===== src/rtl/rf_commit_sequencer.sv =====
// Commit-to-register-file sequencer: in-order FIFO feeding the single RF write port,
// with a drain-then-acknowledge flush on pipeline clear.
module rf_commit_sequencer #(
    parameter int unsigned ROB_WIDTH = 4,
    parameter int unsigned DEPTH_LOG = 2
) (
    input  logic                 clockIn,
    input  logic                 resetIn,
    input  logic                 clearIn,
    input  logic                 commitValid,
    output logic                 commitReady,
    input  logic [4:0]           commitDest,
    input  logic [31:0]          commitValue,
    input  logic [ROB_WIDTH-1:0] commitRobId,
    output logic                 regUpdateValid,
    output logic [4:0]           regUpdateDest,
    output logic [31:0]          regUpdateValue,
    output logic [ROB_WIDTH-1:0] regUpdateRobId,
    output logic [DEPTH_LOG:0]   pendingCount,
    output logic                 flushDoneOut
);

    localparam int unsigned DEPTH = 2 ** DEPTH_LOG;
    localparam int unsigned CW    = DEPTH_LOG + 1;

    typedef enum logic [0:0] {RUN = 1'b0, DRAIN = 1'b1} state_t;

    state_t                 state, state_next;
    logic                   flush_next;
    logic [DEPTH_LOG-1:0]   rd_ptr, wr_ptr;
    logic [CW-1:0]          count, count_next;
    logic                   enq, deq;

    logic [4:0]             dest_q  [DEPTH];
    logic [31:0]            value_q [DEPTH];
    logic [ROB_WIDTH-1:0]   robid_q [DEPTH];

    // x0 commits complete the handshake but never occupy a slot
    assign commitReady = resetIn && (state == RUN) && (count < CW'(DEPTH));
    assign enq         = commitValid && commitReady && (commitDest != 5'd0);
    assign deq         = (count != '0);
    assign count_next  = count + CW'(enq) - CW'(deq);

    assign regUpdateValid = deq;
    assign regUpdateDest  = dest_q[rd_ptr];
    assign regUpdateValue = value_q[rd_ptr];
    assign regUpdateRobId = robid_q[rd_ptr];
    assign pendingCount   = count;

    always_ff @(posedge clockIn or negedge resetIn) begin
        if (!resetIn) begin
            state        <= RUN;
            flushDoneOut <= 1'b0;
        end else begin
            state        <= state_next;
            flushDoneOut <= flush_next;
        end
    end

    // Flush acknowledges once everything already retired has been written
    always_comb begin
        state_next = state;
        flush_next = 1'b0;
        case (state)
            RUN: begin
                if (clearIn) begin
                    if (count_next != '0) state_next = DRAIN;
                    else                  flush_next = !flushDoneOut;
                end
            end
            DRAIN: begin
                if (count_next == '0) begin
                    state_next = RUN;
                    flush_next = 1'b1;
                end
            end
            default: state_next = RUN;
        endcase
    end

    always_ff @(posedge clockIn or negedge resetIn) begin
        if (!resetIn) begin
            rd_ptr <= '0;
            wr_ptr <= '0;
            count  <= '0;
        end else begin
            count <= count_next;
            if (enq) wr_ptr <= wr_ptr + DEPTH_LOG'(1);
            if (deq) rd_ptr <= rd_ptr + DEPTH_LOG'(1);
        end
    end

    // Payload storage needs no reset; validity comes from count
    always_ff @(posedge clockIn) begin
        if (enq) begin
            dest_q[wr_ptr]  <= commitDest;
            value_q[wr_ptr] <= commitValue;
            robid_q[wr_ptr] <= commitRobId;
        end
    end

endmodule


===== config.mk =====
export PLATFORM = sky130hd
export DESIGN_NAME = rf_commit_sequencer
export DESIGN_NICKNAME = d
export VERILOG_FILES = /design/src/rtl/rf_commit_sequencer.sv
export SDC_FILE = /design/constraint.sdc
export NUM_CORES = 1
export LEC_CHECK = 0
export CORE_MARGIN = 2
export CORE_UTILIZATION = 42
export DETAILED_ROUTE_END_ITERATION = 16
export PLACE_DENSITY = 0.72
export RECOVER_POWER = 50
export SLEW_MARGIN = 20
export SYNTH_ARGS = -nofsm -noshare
export SYNTH_HDL_FRONTEND = slang
export SYNTH_SLANG_ARGS = --single-unit

===== constraint.sdc =====
create_clock -name clockIn -period 3.51 [get_ports clockIn]
set_clock_uncertainty 0.1 [all_clocks]
set_input_delay 0.702 -clock clockIn [delete_from_list [all_inputs] [get_ports clockIn]]
set_output_delay 0.702 -clock clockIn [all_outputs]
set_load 0.02 [all_outputs]

Word-level counts from Yosys, hierarchy flattened
Memory sizes are Yosys's and may differ from the RTL's. Cells that the tools add are included.

Flip-flop bits (word level): 9. RAM bits: 164. Input bits: 45. Output and inout bits: 47. Logic and storage cells: 33. Memories kept: 3.

Memories: value_q (words 4, bits a word 32, read ports 1, clocked after Yosys merged registers in 0, wr ports 1, RTL line 35) `logic [31:0] value_q [DEPTH];`; dest_q (words 4, bits a word 5, read ports 1, clocked after Yosys merged registers in 0, wr ports 1, RTL line 34) `logic [4:0] dest_q [DEPTH];`; robid_q (words 4, bits a word 4, read ports 1, clocked after Yosys merged registers in 0, wr ports 1, RTL line 36) `logic [ROB_WIDTH-1:0] robid_q [DEPTH];`.

Add/subtract/negate cells: 4. Order comparisons: 1. Multiplexer cells: 10. Bitwise operators: 1. Reduce and logical (&&, ||, !) cells: 9.

Operator list (number): 1-bit 2-to-1 mux (8); 3-bit nonzero test (2); 5-bit nonzero test (1); 2-bit by 1-bit adder with 2-bit output (second input constant) (2); 1-bit logical AND (4); 1-bit case mux with 2 select lines (2); 3-bit by 1-bit adder with 3-bit output (1); 3-bit logical NOT (1); 3-bit less-than comparator (second input constant) (1); 3-bit by 1-bit subtractor with 3-bit output (1); 1-bit logical NOT (1); 1-bit inverter (1).

Logic depth before layout (Yosys ltp)
Gate-level depths: netlist (run 1).

Depth in word-level cells: 11. Gate-level depth with buffers: 11. Mapped depth without buffers: 11.

Least setup slack after synthesis (run 1)
Ideal clock, no wire load.

Path kind: input to register. Start: in resetIn. End: reg state. Library setup time: 0.065 ns. Arrival: 3.146 ns. Required time: 3.345 ns. Setup slack: 0.199 ns. Stages: 11. Buffers on the path: 0. Cells stage by stage: nor3b_1 o211a_4 inv_1 ha_1 inv_1 ha_1 inv_1 fa_1 xnor2_1 mux2i_1 o21a_1.

Longest elaborated chain between the ends: 10. Elaborated cells on any way between the ends: 12. Those cells by class: add/sub (2); mux (4); reduce/logical (6).

RTL lines: start: declaration (RTL line 8) `input logic resetIn,`; 1-bit logical AND (*) (2 in series) (RTL line 39) `assign commitReady = resetIn && (state == RUN) && (count < CW'(DEPTH));`; 1-bit logical AND (*) (2 in series) (RTL line 40) `assign enq = commitValid && commitReady && (commitDest != 5'd0);`; 3-bit by 1-bit adder with 3-bit output (*) (RTL line 42) `assign count_next = count + CW'(enq) - CW'(deq);`; 3-bit by 1-bit subtractor with 3-bit output (*) (RTL line 42); 3-bit nonzero test (RTL line 67) `if (count_next != '0) state_next = DRAIN;`; 1-bit 2-to-1 mux (RTL line 67); 1-bit 2-to-1 mux (RTL line 66) `if (clearIn) begin`; 1-bit case mux with 2 select lines (*) (RTL line 64) `case (state)`; net state_next (RTL line 28) `state_t state, state_next;`; end signal: assignment (RTL line 55) `state <= state_next;`; end: declaration (RTL line 28).

The timed path passes the listed nets; every way through them passes the cells marked *. A chain may end at the register's enable or synchronous reset.

Final worst setup path (run 1)
Start: reg rd_ptr[0]. End: out regUpdateValue[26].

Longest elaborated chain between the ends: 1.

RTL lines: start: declaration (RTL line 30) `logic [DEPTH_LOG-1:0] rd_ptr, wr_ptr;`; start signal: assignment (RTL line 89) `if (deq) rd_ptr <= rd_ptr + DEPTH_LOG'(1);`; memory 4 x 32 bit; end: declaration (RTL line 17) `output logic [31:0] regUpdateValue,`.

No other way between the ends.

==> summary.txt, run 1 <==
Final layout
  – FF/Latch Area: 0.00515 mm^2
  – Multi-input logic area: 0.00119 mm^2
  – Layout cells sized above 1: 20.9%
  – P&R area growth vs syn: 27.1%
  – Final nets: 421
  – # fillers: 1173

CTS
  – TritonCTS buffer count: 17
  – Clock latency on the worst-skew pair: 0.42 ns
  – CTS root buf: clkbuf_16
  – Clock Sinks: 173
  – Resize count post-CTS: 0
  – H-tree depth: 4
  – Setup Buffers After CTS: 0
  – Hold-fix buffers at CTS: 0
  – TritonCTS clock tree: yes
  – CTS Buffer Depth: 2
  – Clk slew on worst S/H paths: 0.06 ns

Critical path
  – Critical path data arrival time: 2.49 ns
  – Critical path launch point type: register
  – Required time of the critical path: 2.71 ns
  – FF-to-FF Start: pendingCount[2]$_DFF_PN0_
  – R2r setup slk: 0.70 ns
  – RR Endpoint: value_q[0][11]$_DFFE_PP_
  – Crit Path Category: register to primary output
  – CP Capture Type: primary output
  – Worst reg-to-reg path cell count: 5
  – CP max FO: 32

Yosys
  – Flops & latches, synth: 173
  – Post-synthesis sequential area ratio: 80.1%
  – Cell taking the most area after synthesis: edfxtp_1
  – Post-Syn Instances: 260
  – Top-area cell type share of the netlist area: 76.6%
  – Syn avg cell area: 24.7 um^2
  – Synth top area cells: edfxtp_1, mux4_2, dfrtp_1, ha_1, xnor2_1
  – YS warnings: 0
  – Most instantiated cells after synthesis: edfxtp_1, mux4_2, dfrtp_1, inv_1, ha_1
  – Most common flop cell mapped by yosys: edfxtp_1
  – Number of synthesized flops with an enable pin: 164
  – Asr flop ratio synth: 5.20%
  – Post-Synthesis Net Count: 312
  – Synth Cell Area: 0.00643 mm^2
  – Unique cell type count in the Yosys netlist: 23
  – Count leader, synth: edfxtp_1

Routing
  – Final wirelength: 10900 um
  – Via count: 2907
  – Drt drc: 0
  – Vias/cell: 5.08
  – DRT Pass-1 Iters: 4
  – 1st-iter DRT viols: 173
  – Final ANT Viol Nets: 0
  – Drt wl/cell: 19.1 um

GRT
  – Initial antenna violation count: 1
  – First-pass GRT wire length: 17200 um
  – Gr ovfl total: 0
  – Largest net degree at the start of global routing: 42
  – Number of global-route vias before repair: 3106
  – Total track usage: 14.5%

Die
  – DIE HEIGHT: 128 um
  – Rows: 45
  – DIE AREA: 0.0163 mm^2
  – Core Area: 0.0151 mm^2
  – Io pins: 92
  – Starting Density: 42.6%
  – Die width: 128 um

STA
  – Hold Worst Slack: 0.477 ns
  – Final setup fails: 0
  – Count of pins over their slew limit: 0
  – Fin. Hold Viols: 0
  – Worst-Margin Slew: 1.12 ns
  – Slew headroom: 25.4%
  – Tmin final: 3.29 ns
  – RSZ-0062 raised after global routing: no
  – Final worst setup slack: 0.221 ns
  – Final TNS setup: 0 ns
  – Final period utilization: 93.7%
  – Fmax: 304 MHz

Placed design
  – Post-DP HPWL: 6580 um
  – Place WS: -0.0163 ns
  – Routability Congestion: 0.676
  – Port bufs: 91

Power
  – Power Density: 765 mW/mm^2
  – Max VDD drop: 0.447 mV
  – Lkg Pwr: 2.65 nW

Job
  – Max Cap Violations: 0

Status
  – Outcome: finished, final reports clean

Min path
  – Hold Crit Depth: 1
  – HP Start: state$_DFF_PN0_
  – Hold Crit Class: register to register
  – Hold Path Sink: state$_DFF_PN0_
==> how the worst max path moves through the flow <==
| stage | from | endpoint | cells after the start |
|---|---|---|---|
| 2_1_floorplan | resetIn | state$_DFF_PN0_ | 11 |
| 3_3_place_gp | commitDest[0] | state$_DFF_PN0_ | 12 |
| 3_5_place_dp | commitDest[0] | state$_DFF_PN0_ | 12 |
| 4_1_cts | rd_ptr[0]$_DFFE_PN0P_ | regUpdateValue[26] | 3 |
| 5_1_grt | rd_ptr[0]$_DFFE_PN0P_ | regUpdateValue[30] | 3 |
| 6_report | rd_ptr[0]$_DFFE_PN0P_ | regUpdateValue[26] | 3 |
==> stage by stage <==
stage / cells / cell area [um^2] / util, % / power (W)
6_report: 572 / 8170 / 54.1 / 0.00625
5_1_grt: 571 / 8170 / 54.1 / 0.00653
4_1_cts: 570 / 8190 / 54.3 / 0.00637
3_5_place_dp: 538 / 7630 / 50.6 / 0.00460
3_3_place_gp: 538 / 7630 / 50.6 / 0.00456
2_1_floorplan: 260 / 6430 / - / 0.00374
==> final cells by class <==
cell class,instances,share of cell area [%]
Multi-Input combinational cell,70,14.5
Sequential cell,173,63.1
Inverter,7,0.322
Antenna cell,2,0.0613
Timing Repair Buffer,100,12.3
Clock buffer,19,5.30
Tap cell,188,2.88
Clock inverter,13,1.52
==> layout by cell type (no fill, tap or decap) <==
cell and n:
dfrtp_2 1, buf_12 3, nor3b_1 2, xnor2_1 4, buf_4 3, mux2i_1 1, nor2_1 1, mux4_2 41
xor2_1 1, and2_2 1, clkinv_1 4, ha_1 6, a21oi_1 1, o21a_1 1, dfrtp_1 7, fa_1 1
clkinv_2 2, inv_1 7, inv_6 1, clkbuf_1 5, diode_2 2, and3b_1 1, and2_4 2, clkinvlp_4 4
or2_2 1, o211a_2 1, and2_1 1, edfxtp_1 164, clkbuf_16 17, dlygate4sd3_1 46, clkdlybuf4s50_1 45, nand2_1 1
or3_1 2, mux2_1 1, bufinv_16 2, dfrtp_4 1
==> worst max-delay path, cell delays in order (launching register included) <==
cell	delay [ns]
dfrtp_4	0.60
buf_12	0.32
mux4_2	0.55
clkdlybuf4s50_1	0.58
==> sequential cells by signal, summed over array words and instances, names as in the netlist <==
register      count
value_q         128
robid_q          16
flushDoneOut      1
pendingCount      3
rd_ptr            2
wr_ptr            2
dest_q           20
state             1
==> metal layers <==
layer / vias up / part of all wire [%] / GRT usage, % / routed length (um)
li1: 1310 / - / - / -
met1: 1500 / 44 / 18.7 / 4800
met2: 81 / 49 / 23.0 / 5390
met3: 16 / 5.5 / 5.09 / 604
met4: 0 / 1.4 / 5.43 / 155
met5: - / 0 / 0 / 0
==> power breakdown <==
group | internal, W | switching [W]
logic | 0.00106 | 0.000953
clock network | 0.00104 | 0.000727
registers | 0.00237 | 0.000101
==> logic make-up after synthesis <==
logic type,count (synthesis),share of synthesized area (%)
buffers and inverters,17,1.28
muxes,43,14.7
adders and majority gates,7,1.48
DFF,173,80.1
AOI/OAI and AO/OA,3,0.467
and+or+nand+nor,12,1.25
xor gates and xnor gates,5,0.681
(Power assumes the default switching activity.)
==> run 2: changes to the inputs <==
--- a/config.mk
+++ b/config.mk
@@ -5,6 +5,7 @@
 export SDC_FILE = /design/constraint.sdc
 export NUM_CORES = 1
 export LEC_CHECK = 0
+export ABC_AREA = 1
 export CORE_MARGIN = 2
 export CORE_UTILIZATION = 42
 export DETAILED_ROUTE_END_ITERATION = 16
==> run 2 against run 1 <==
- synthesized area increased by 3.2%
- worst setup slack got worse by 0.027 ns
- utilization increased by 0.45 points
- count of clock-buffer cells in the layout decreased by 1
- synthesized cell count increased by 78%
- hold slack got worse by 0.048 ns
- cell count increased by 38%
- cell area increased by 2.3%
- sequential power about the same
- maximum frequency decreased by 0.82%
- combinational power increased by 29%
==> summary.txt, run 2 <==
Final layout
  – FF/Latch Area: 0.00515 mm^2
  – Largest registers: value_q (128), dest_q (20), robid_q (16)
  – Layout cells sized above 1: 8.51%
  – # fillers: 1292
  – Most common cell after layout, fill and taps aside: edfxtp_1
  – Most frequent cells in the layout: edfxtp_1, nor2_1, o21ai_0
  – Post-route cell area: 0.00836 mm^2
  – P&R area growth vs syn: 26.0%
  – Max FFs per register: 128
  – Multi-input logic area: 0.00125 mm^2
  – Biggest register: value_q
  – Final nets: 615

Routing
  – Drt drc: 0
  – Final ANT Viol Nets: 0
  – Final wirelength: 13500 um
  – Drt wl/cell: 17.1 um
  – DRT Pass-1 Iters: 4
  – Vias/cell: 5.10
  – 1st-iter DRT viols: 310
  – Via count: 4024

STA
  – Final TNS setup: 0 ns
  – Final period utilization: 94.5%
  – Worst-Margin Slew: 0.784 ns
  – RSZ-0062 raised after global routing: no
  – Final setup fails: 0
  – Fin. Hold Viols: 0
  – Fmax: 302 MHz
  – Count of pins over their slew limit: 0
  – Tmin final: 3.32 ns
  – Slew headroom: 47.8%

Critical path
  – R2r setup slk: 1.07 ns
  – Crit Path Category: register to primary output
  – Required time of the critical path: 2.71 ns
  – Critical path launch point type: register
  – FF-to-FF Start: pendingCount[2]$_DFF_PN0_
  – Crit-path cells: inv_2 -> buf_4 -> o21ai_0 -> o22ai_1 -> clkdlybuf4s50_1
  – CP max stage cell: clkdlybuf4s50_1
  – Crit path largest cell delay: 0.65 ns
  – CP max FO: 32
  – RR Endpoint: state$_DFF_PN0_
  – Setup crit end: regUpdateValue[22]
  – Crit path from: rd_ptr[0]$_DFFE_PN0P_
  – CP Capture Type: primary output
  – Worst reg-to-reg path cell count: 14
  – Critical path data arrival time: 2.51 ns

Yosys
  – Number of synthesized flops with an enable pin: 164
  – Count leader, synth: edfxtp_1
  – Top-area cell type share of the netlist area: 74.2%
  – Synth Cell Area: 0.00664 mm^2
  – Unique cell type count in the Yosys netlist: 22
  – Post-Syn Instances: 463
  – Synth top area cells: edfxtp_1, nor2_1, o21ai_0, o22ai_1, dfrtp_1
  – Post-synthesis sequential area ratio: 77.6%
  – Syn avg cell area: 14.3 um^2
  – YS warnings: 0
  – Most instantiated cells after synthesis: edfxtp_1, nor2_1, o21ai_0, o22ai_1, o21ai_1
  – Most common flop cell mapped by yosys: edfxtp_1
  – Flops & latches, synth: 173
  – Post-Synthesis Net Count: 515
  – Cell taking the most area after synthesis: edfxtp_1
  – Asr flop ratio synth: 5.20%

Die
  – Core Area: 0.0153 mm^2
  – Rows: 45
  – DIE HEIGHT: 130 um
  – Io pins: 92
  – Starting Density: 43.3%
  – Die width: 130 um
  – DIE AREA: 0.0168 mm^2

Power
  – Switching Fraction: 34.6%
  – Comb pwr share: 38.0%
  – Power Density: 821 mW/mm^2
  – Switching power: 0.00238 W
  – Sequential power share: 36.4%
  – Internal power: 0.00449 W
  – Lkg Pwr: 2.80 nW
  – Max VDD drop: 0.413 mV
  – Clock network power share: 25.6%

Placed design
  – Port bufs: 91
  – Post-DP HPWL: 8090 um
  – Placed inst area: 0.00781 mm^2
  – Routability Congestion: 0.720

CTS
  – CTS root buf: clkbuf_16
  – Resize count post-CTS: 0
  – Setup Buffers After CTS: 0
  – Hold-fix buffers at CTS: 0
  – CTS Buffer Depth: 2
  – Clk slew on worst S/H paths: 0.06 ns
  – TritonCTS buffer count: 17
  – Clock Sinks: 173
  – H-tree depth: 4
  – TritonCTS clock tree: yes
  – Clock latency on the worst-skew pair: 0.42 ns

GRT
  – Number of global-route vias before repair: 4143
  – Total track usage: 16.6%
  – Gr ovfl total: 0
  – First-pass GRT wire length: 20700 um
  – Largest net degree at the start of global routing: 51
  – Initial antenna violation count: 2

Min path
  – Hold Crit Class: register to register

Status
  – Outcome: finished, final reports clean

Job
  – Max Cap Violations: 0
-- run 2: cell types whose count changed after synthesis, moves of 5 or more --
cell	before	now
mux4_2	41	0
o22ai_1	0	41
o21ai_1	0	23
o21ai_0	0	59
nand3_1	0	5
buf_2	3	10
clkbuf_2	0	5
inv_1	7	16
nor2_1	1	94
nand2_1	1	13
-- run 2: cells by family (layout without fill, tap and decap cells) --
family | after synthesis | after routing | share of synthesized area (%)
xor gates and xnor gates | 2 | 2 | 0.264
DFF | 173 | 173 | 77.6
adders and majority gates | 7 | 7 | 1.43
other | 0 | 2 | 0
and+or+nand+nor | 114 | 114 | 6.64
buffers and inverters | 44 | 157 | 4.03
AOI/OAI and AO/OA | 123 | 123 | 10.0
-- run 2: layer usage --
metal / vias up / GRT usage (%) / wire length (um)
li1: 1915 / - / -
met4: 0 / 6.64 / 229
met3: 18 / 5.08 / 776
met5: - / 0 / 0
met1: 1992 / 19.3 / 5560
met2: 99 / 28.8 / 6930
-- run 2: worst min-delay path by stage --
stage                                      from                endpoint  slack (ns)  cells after the start
final                     wr_ptr[1]$_DFFE_PN0P_   wr_ptr[1]$_DFFE_PN0P_        0.43                      2
after global routing      wr_ptr[1]$_DFFE_PN0P_   wr_ptr[1]$_DFFE_PN0P_        0.47                      2
after CTS                 wr_ptr[1]$_DFFE_PN0P_   wr_ptr[1]$_DFFE_PN0P_        0.43                      2
after detailed placement  wr_ptr[1]$_DFFE_PN0P_   wr_ptr[1]$_DFFE_PN0P_        0.42                      2
after global placement          state$_DFF_PN0_  flushDoneOut$_DFF_PN0_        0.40                      2
after floorplan                         resetIn  flushDoneOut$_DFF_PN0_        0.31                      0
-- run 2: through the flow --
stage	utilization (%)	worst slack (ns)	power (W)	hold WS, ns	instances
after detailed placement	51.0	0.315	0.00520	0.417	755
final	54.6	0.194	0.00686	0.429	789
after floorplan	-	0.153	0.00410	0.306	463
after global routing	54.6	0.00254	0.00724	0.469	788
after global placement	51.0	0.451	0.00513	0.395	755
after CTS	54.6	0.113	0.00696	0.433	787
-- run 2: final cells by class --
type,count,area share [%]
Sequential cell,173,61.7
Antenna cell,2,0.0599
Inverter,19,0.853
Timing Repair Buffer,106,12.7
Tap cell,211,3.16
Multi-Input combinational cell,246,15.0
Clock inverter,14,1.53
Clock buffer,18,5.13
-- run 2: worst max-delay path: cells and delay by family (launching register included) --
family	cells	cell delay [ns]
flops	1	0.64
buf+inv	3	1.12
compound gates	2	0.32
-- run 2: power groups by stage --
stage          Sequential, W  Clock, W  Combinational, W
2_1_floorplan        0.00248         0           0.00161
3_3_place_gp         0.00253         0           0.00259
3_5_place_dp         0.00254         0           0.00266
4_1_cts              0.00250   0.00179           0.00267
5_1_grt              0.00252   0.00187           0.00285
6_report             0.00250   0.00176           0.00261
==> run 3: changes to the inputs <==
--- a/config.mk
+++ b/config.mk
@@ -6,10 +6,11 @@
 export NUM_CORES = 1
 export LEC_CHECK = 0
 export ABC_AREA = 1
+export CORE_ASPECT_RATIO = 0.75
 export CORE_MARGIN = 2
-export CORE_UTILIZATION = 42
+export CORE_UTILIZATION = 28
 export DETAILED_ROUTE_END_ITERATION = 16
-export PLACE_DENSITY = 0.72
+export PLACE_DENSITY = 0.54
 export RECOVER_POWER = 50
 export SLEW_MARGIN = 20
 export SYNTH_ARGS = -nofsm -noshare
==> run 3 against run 2 <==
- count of clock-buffer cells in the layout stayed put
- wire length rose by 14%
- worst setup slack got worse by 0.046 ns
- maximum frequency decreased by 1.4%
- sequential share of layout area decreased by 1.3 points
- register-to-register slack worse by 0.33 ns
- via count shrank 0.99%
- critical path depth stayed put
- global-route usage shrank 3.7 points
- first-iteration DRC count shrank 32%
- cell area is 2.1% higher
- die area rose by 48%
- critical path type unchanged
==> summary.txt, run 3 (synthesized netlist as in run 2, its figures left out) <==
Routing
  – Final wirelength: 15300 um
  – Drt drc: 0
  – Vias/cell: 4.53
  – Drt wl/cell: 17.5 um
  – Final ANT Viol Nets: 0
  – DRT Pass-1 Iters: 4
  – Via count: 3984
  – 1st-iter DRT viols: 212

CTS
  – Clock Sinks: 173
  – TritonCTS clock tree: yes
  – Setup Buffers After CTS: 0
  – CTS Buffer Depth: 2
  – Clock latency on the worst-skew pair: 0.43 ns
  – H-tree depth: 4
  – Hold-fix buffers at CTS: 0
  – Resize count post-CTS: 0
  – CTS root buf: clkbuf_16
  – TritonCTS buffer count: 17
  – Clk slew on worst S/H paths: 0.07 ns

Critical path
  – CP max FO: 26
  – Critical path data arrival time: 2.56 ns
  – CP Capture Type: primary output
  – Crit Path Category: register to primary output
  – Critical path launch point type: register
  – Required time of the critical path: 2.71 ns

Die
  – DIE AREA: 0.0250 mm^2
  – Starting Density: 28.7%
  – Core Area: 0.0231 mm^2
  – Io pins: 92
  – DIE HEIGHT: 137 um
  – Die width: 182 um
  – Rows: 48

Power
  – Max VDD drop: 0.324 mV
  – Power Density: 840 mW/mm^2
  – Power Total: 0.00717 W
  – Lkg Pwr: 2.85 nW

Final layout
  – P&R area growth vs syn: 28.6%
  – Utilization after layout: 36.9%
  – Most common cell after layout, fill and taps aside: edfxtp_1
  – Most frequent cells in the layout: edfxtp_1, nor2_1, o21ai_0
  – Biggest register: value_q
  – Max FFs per register: 128
  – Post-route cell area: 0.00854 mm^2
  – Final nets: 617
  – Largest registers: value_q (128), dest_q (20), robid_q (16)
  – Layout cells sized above 1: 9.34%

STA
  – Fmax: 298 MHz
  – Fin. Hold Viols: 0
  – Worst-Margin Slew: 1.29 ns
  – Final TNS setup: 0 ns
  – Tmin final: 3.36 ns
  – RSZ-0062 raised after global routing: no
  – Final setup fails: 0
  – Slew headroom: 14.1%
  – Count of pins over their slew limit: 0
  – Hold Worst Slack: 0.434 ns
  – Final period utilization: 95.8%

Placed design
  – Post-DP HPWL: 9070 um
  – Placed inst area: 0.00791 mm^2
  – Port bufs: 91
  – Routability Congestion: 0.687

Job
  – Max Cap Violations: 0

GRT
  – Initial antenna violation count: 1
  – First-pass GRT wire length: 23500 um
  – Number of global-route vias before repair: 4187
  – Gr ovfl total: 0
  – Total track usage: 12.9%
  – Largest net degree at the start of global routing: 85

Status
  – Outcome: finished, final reports clean

Min path
  – Hold Crit Class: register to register
[run 3: stage by stage]
step	setup WS (ns)	cells
6_report	0.149	879
5_1_grt	0.0161	878
4_1_cts	0.0778	878
3_5_place_dp	0.370	846
3_3_place_gp	0.421	846
2_1_floorplan	0.153	463
[run 3: layer usage]
metal	wire [um]	part of all wire [%]	up-vias	GRT usage [%]
met3	727	4.7	21	3.91
met5	13	0.085	-	0
met2	7650	50	81	22.4
li1	-	-	1912	-
met4	184	1.2	2	4.65
met1	6760	44	1968	15.2
[run 3: layout make-up]
cell class	count	area, um^2
tap	300	375
inverter	19	71.3
clock buffer	18	429
antenna	1	2.50
timing repair buffer	108	1050
multi-input combinational	246	1250
clock inverter	14	208
sequential	173	5150
fill	2211	14600
[run 3: critical path, cell delays in order (launching register included)]
cell and delay (ns):
dfrtp_4 0.63, inv_2 0.10, buf_4 0.29, o21ai_0 0.16
o22ai_1 0.24, clkdlybuf4s50_1 0.66
[run 3: final timing paths]
check                                           from                         to  slack (ns)  cells after the start
max                            rd_ptr[1]$_DFFE_PN0P_         regUpdateValue[18]        0.15                      5
min                                  state$_DFF_PN0_     flushDoneOut$_DFF_PN0_        0.43                      2
max reg2reg                pendingCount[2]$_DFF_PN0_   value_q[1][18]$_DFFE_PP_        0.74                      7
min reg2reg                          state$_DFF_PN0_     flushDoneOut$_DFF_PN0_        0.43                      2
max in group asynchronous                    resetIn      rd_ptr[1]$_DFFE_PN0P_        2.24                      2
min in group asynchronous                    resetIn  pendingCount[0]$_DFF_PN0_        0.68                      2
[run 3: report_power, final]
part	internal (W)	switching [W]	total, W
Sequential	0.00237	0.000110	0.00248
Clock	0.00121	0.000800	0.00201
Combinational	0.00109	0.00160	0.00268
Total	0.00466	0.00251	0.00717
==> RTL change: new RTL, settings of run 2 <==
Change the parameter `ROB_WIDTH` from 4 to 3.
--- a/src/rtl/rf_commit_sequencer.sv
+++ b/src/rtl/rf_commit_sequencer.sv
@@ -1,7 +1,7 @@
 // Commit-to-register-file sequencer: in-order FIFO feeding the single RF write port,
 // with a drain-then-acknowledge flush on pipeline clear.
 module rf_commit_sequencer #(
-    parameter int unsigned ROB_WIDTH = 4,
+    parameter int unsigned ROB_WIDTH = 3,
     parameter int unsigned DEPTH_LOG = 2
 ) (
     input  logic                 clockIn,
Ports: changed (resized commitRobId and regUpdateRobId); port bits go from 92 to 90. No check against the original RTL was run, so the function may have changed too.
==> RTL change against run 2 <==
  * Global-route usage up 0.055 points
  * Setup slack better by 0.024 ns
  * Synthesized area decreased by 2.2%
  * Sequential power is 4% lower
  * Cell area down 3.1%
  * Sequential cell count decreased by 4
  * Total power decreased by 3.2%
  * Routed wire length decreased by 3.4%
  * Highest routed layer unchanged
==> RTL change: results (changes against run 2) <==
| Parameter | Value | Unit | Delta |
|:---|:---|:---|:---|
| Synthesized area per cell | 14.3 | um^2 | -0.25% |
| Vias in the first global route | 4023 | - | -2.9% |
| Multi-Input Combinational | 241 | - | -2.0% |
| Global Route met1 Usage | 20.6 | % | +1.3 points |
| Sequential cell area share | 62.1 | % | +0.44 points |
| Worst hold margin | 0.439 | ns | +0.0105 ns |
| Maximum vdd drop | 0.481 | mV | +17% |
| Number of cells on the worst reg-to-reg path | 7 | - | -7 |
| Largest regs | value_q x128, dest_q x20, robid_q x12 | - |  |
| Post-placement setup slack | 0.360 | ns | +0.0455 ns |
| Compound-gate portion of the synthesized area | 10.0 | % | -0.026 points |
| Capture point of the critical path | regUpdateValue[0] | - |  |
| Initial antenna violation count | 1 | - | -1 |
| Number of nets in the synthesized netlist | 505 | - | -1.9% |
| Crit path largest cell delay | 0.67 | ns | +0.02 ns |
| Area after DPL | 7590 | um^2 | -2.8% |
| Met3 layer usage reported by global route | 5.11 | % | +0.030 points |
| Clock buffers | 20 | - | +2 |
| Total number of vias | 3929 | - | -2.4% |
| Crit-path slowest cell | sky130_fd_sc_hd__dfrtp_2 | - |  |
| Final HPWL from detailed placement | 7.75 | mm | -4.2% |
| Number of input and output port buffers inserted | 89 | - | -2.2% |
| Routed length on met1 | 5.49 | mm | -1.2% |
| Maximum number of pins on one net before global-route repair | 81 | - | +59% |
| Starting DRT DRC Count | 282 | - | -9.0% |
| Capturing point of the worst reg2reg path | robid_q[2][0]$_DFFE_PP_ | - |  |
| Outcome | completed | - |  |
| Dpl cells | 722 | - | -4.4% |
| Number of synthesized flops with an enable pin | 160 | - | -2.4% |
[RTL change: changes by cell type after synthesis, moves of 2 or more]
cell / before / now
sky130_fd_sc_hd__o21ai_0: 59 / 40
sky130_fd_sc_hd__buf_4: 0 / 4
sky130_fd_sc_hd__o21ai_1: 23 / 40
sky130_fd_sc_hd__edfxtp_1: 164 / 160
sky130_fd_sc_hd__buf_6: 1 / 9
sky130_fd_sc_hd__clkbuf_8: 4 / 0
sky130_fd_sc_hd__clkbuf_2: 5 / 0
sky130_fd_sc_hd__nor2_1: 94 / 92
sky130_fd_sc_hd__inv_2: 3 / 1
sky130_fd_sc_hd__buf_12: 2 / 0
[RTL change: tightest hold or removal path, stage by stage (launching register included)]
cell                      delay, ns
sky130_fd_sc_hd__dfrtp_1       0.39
sky130_fd_sc_hd__nand2_1       0.07
sky130_fd_sc_hd__nand2_1       0.05
[RTL change: where the power goes]
| part | internal [uW] | switching (uW) |
|---|---|---|
| sequential | 2310 | 98.7 |
| clock | 956 | 687 |
| combinational | 1050 | 1540 |
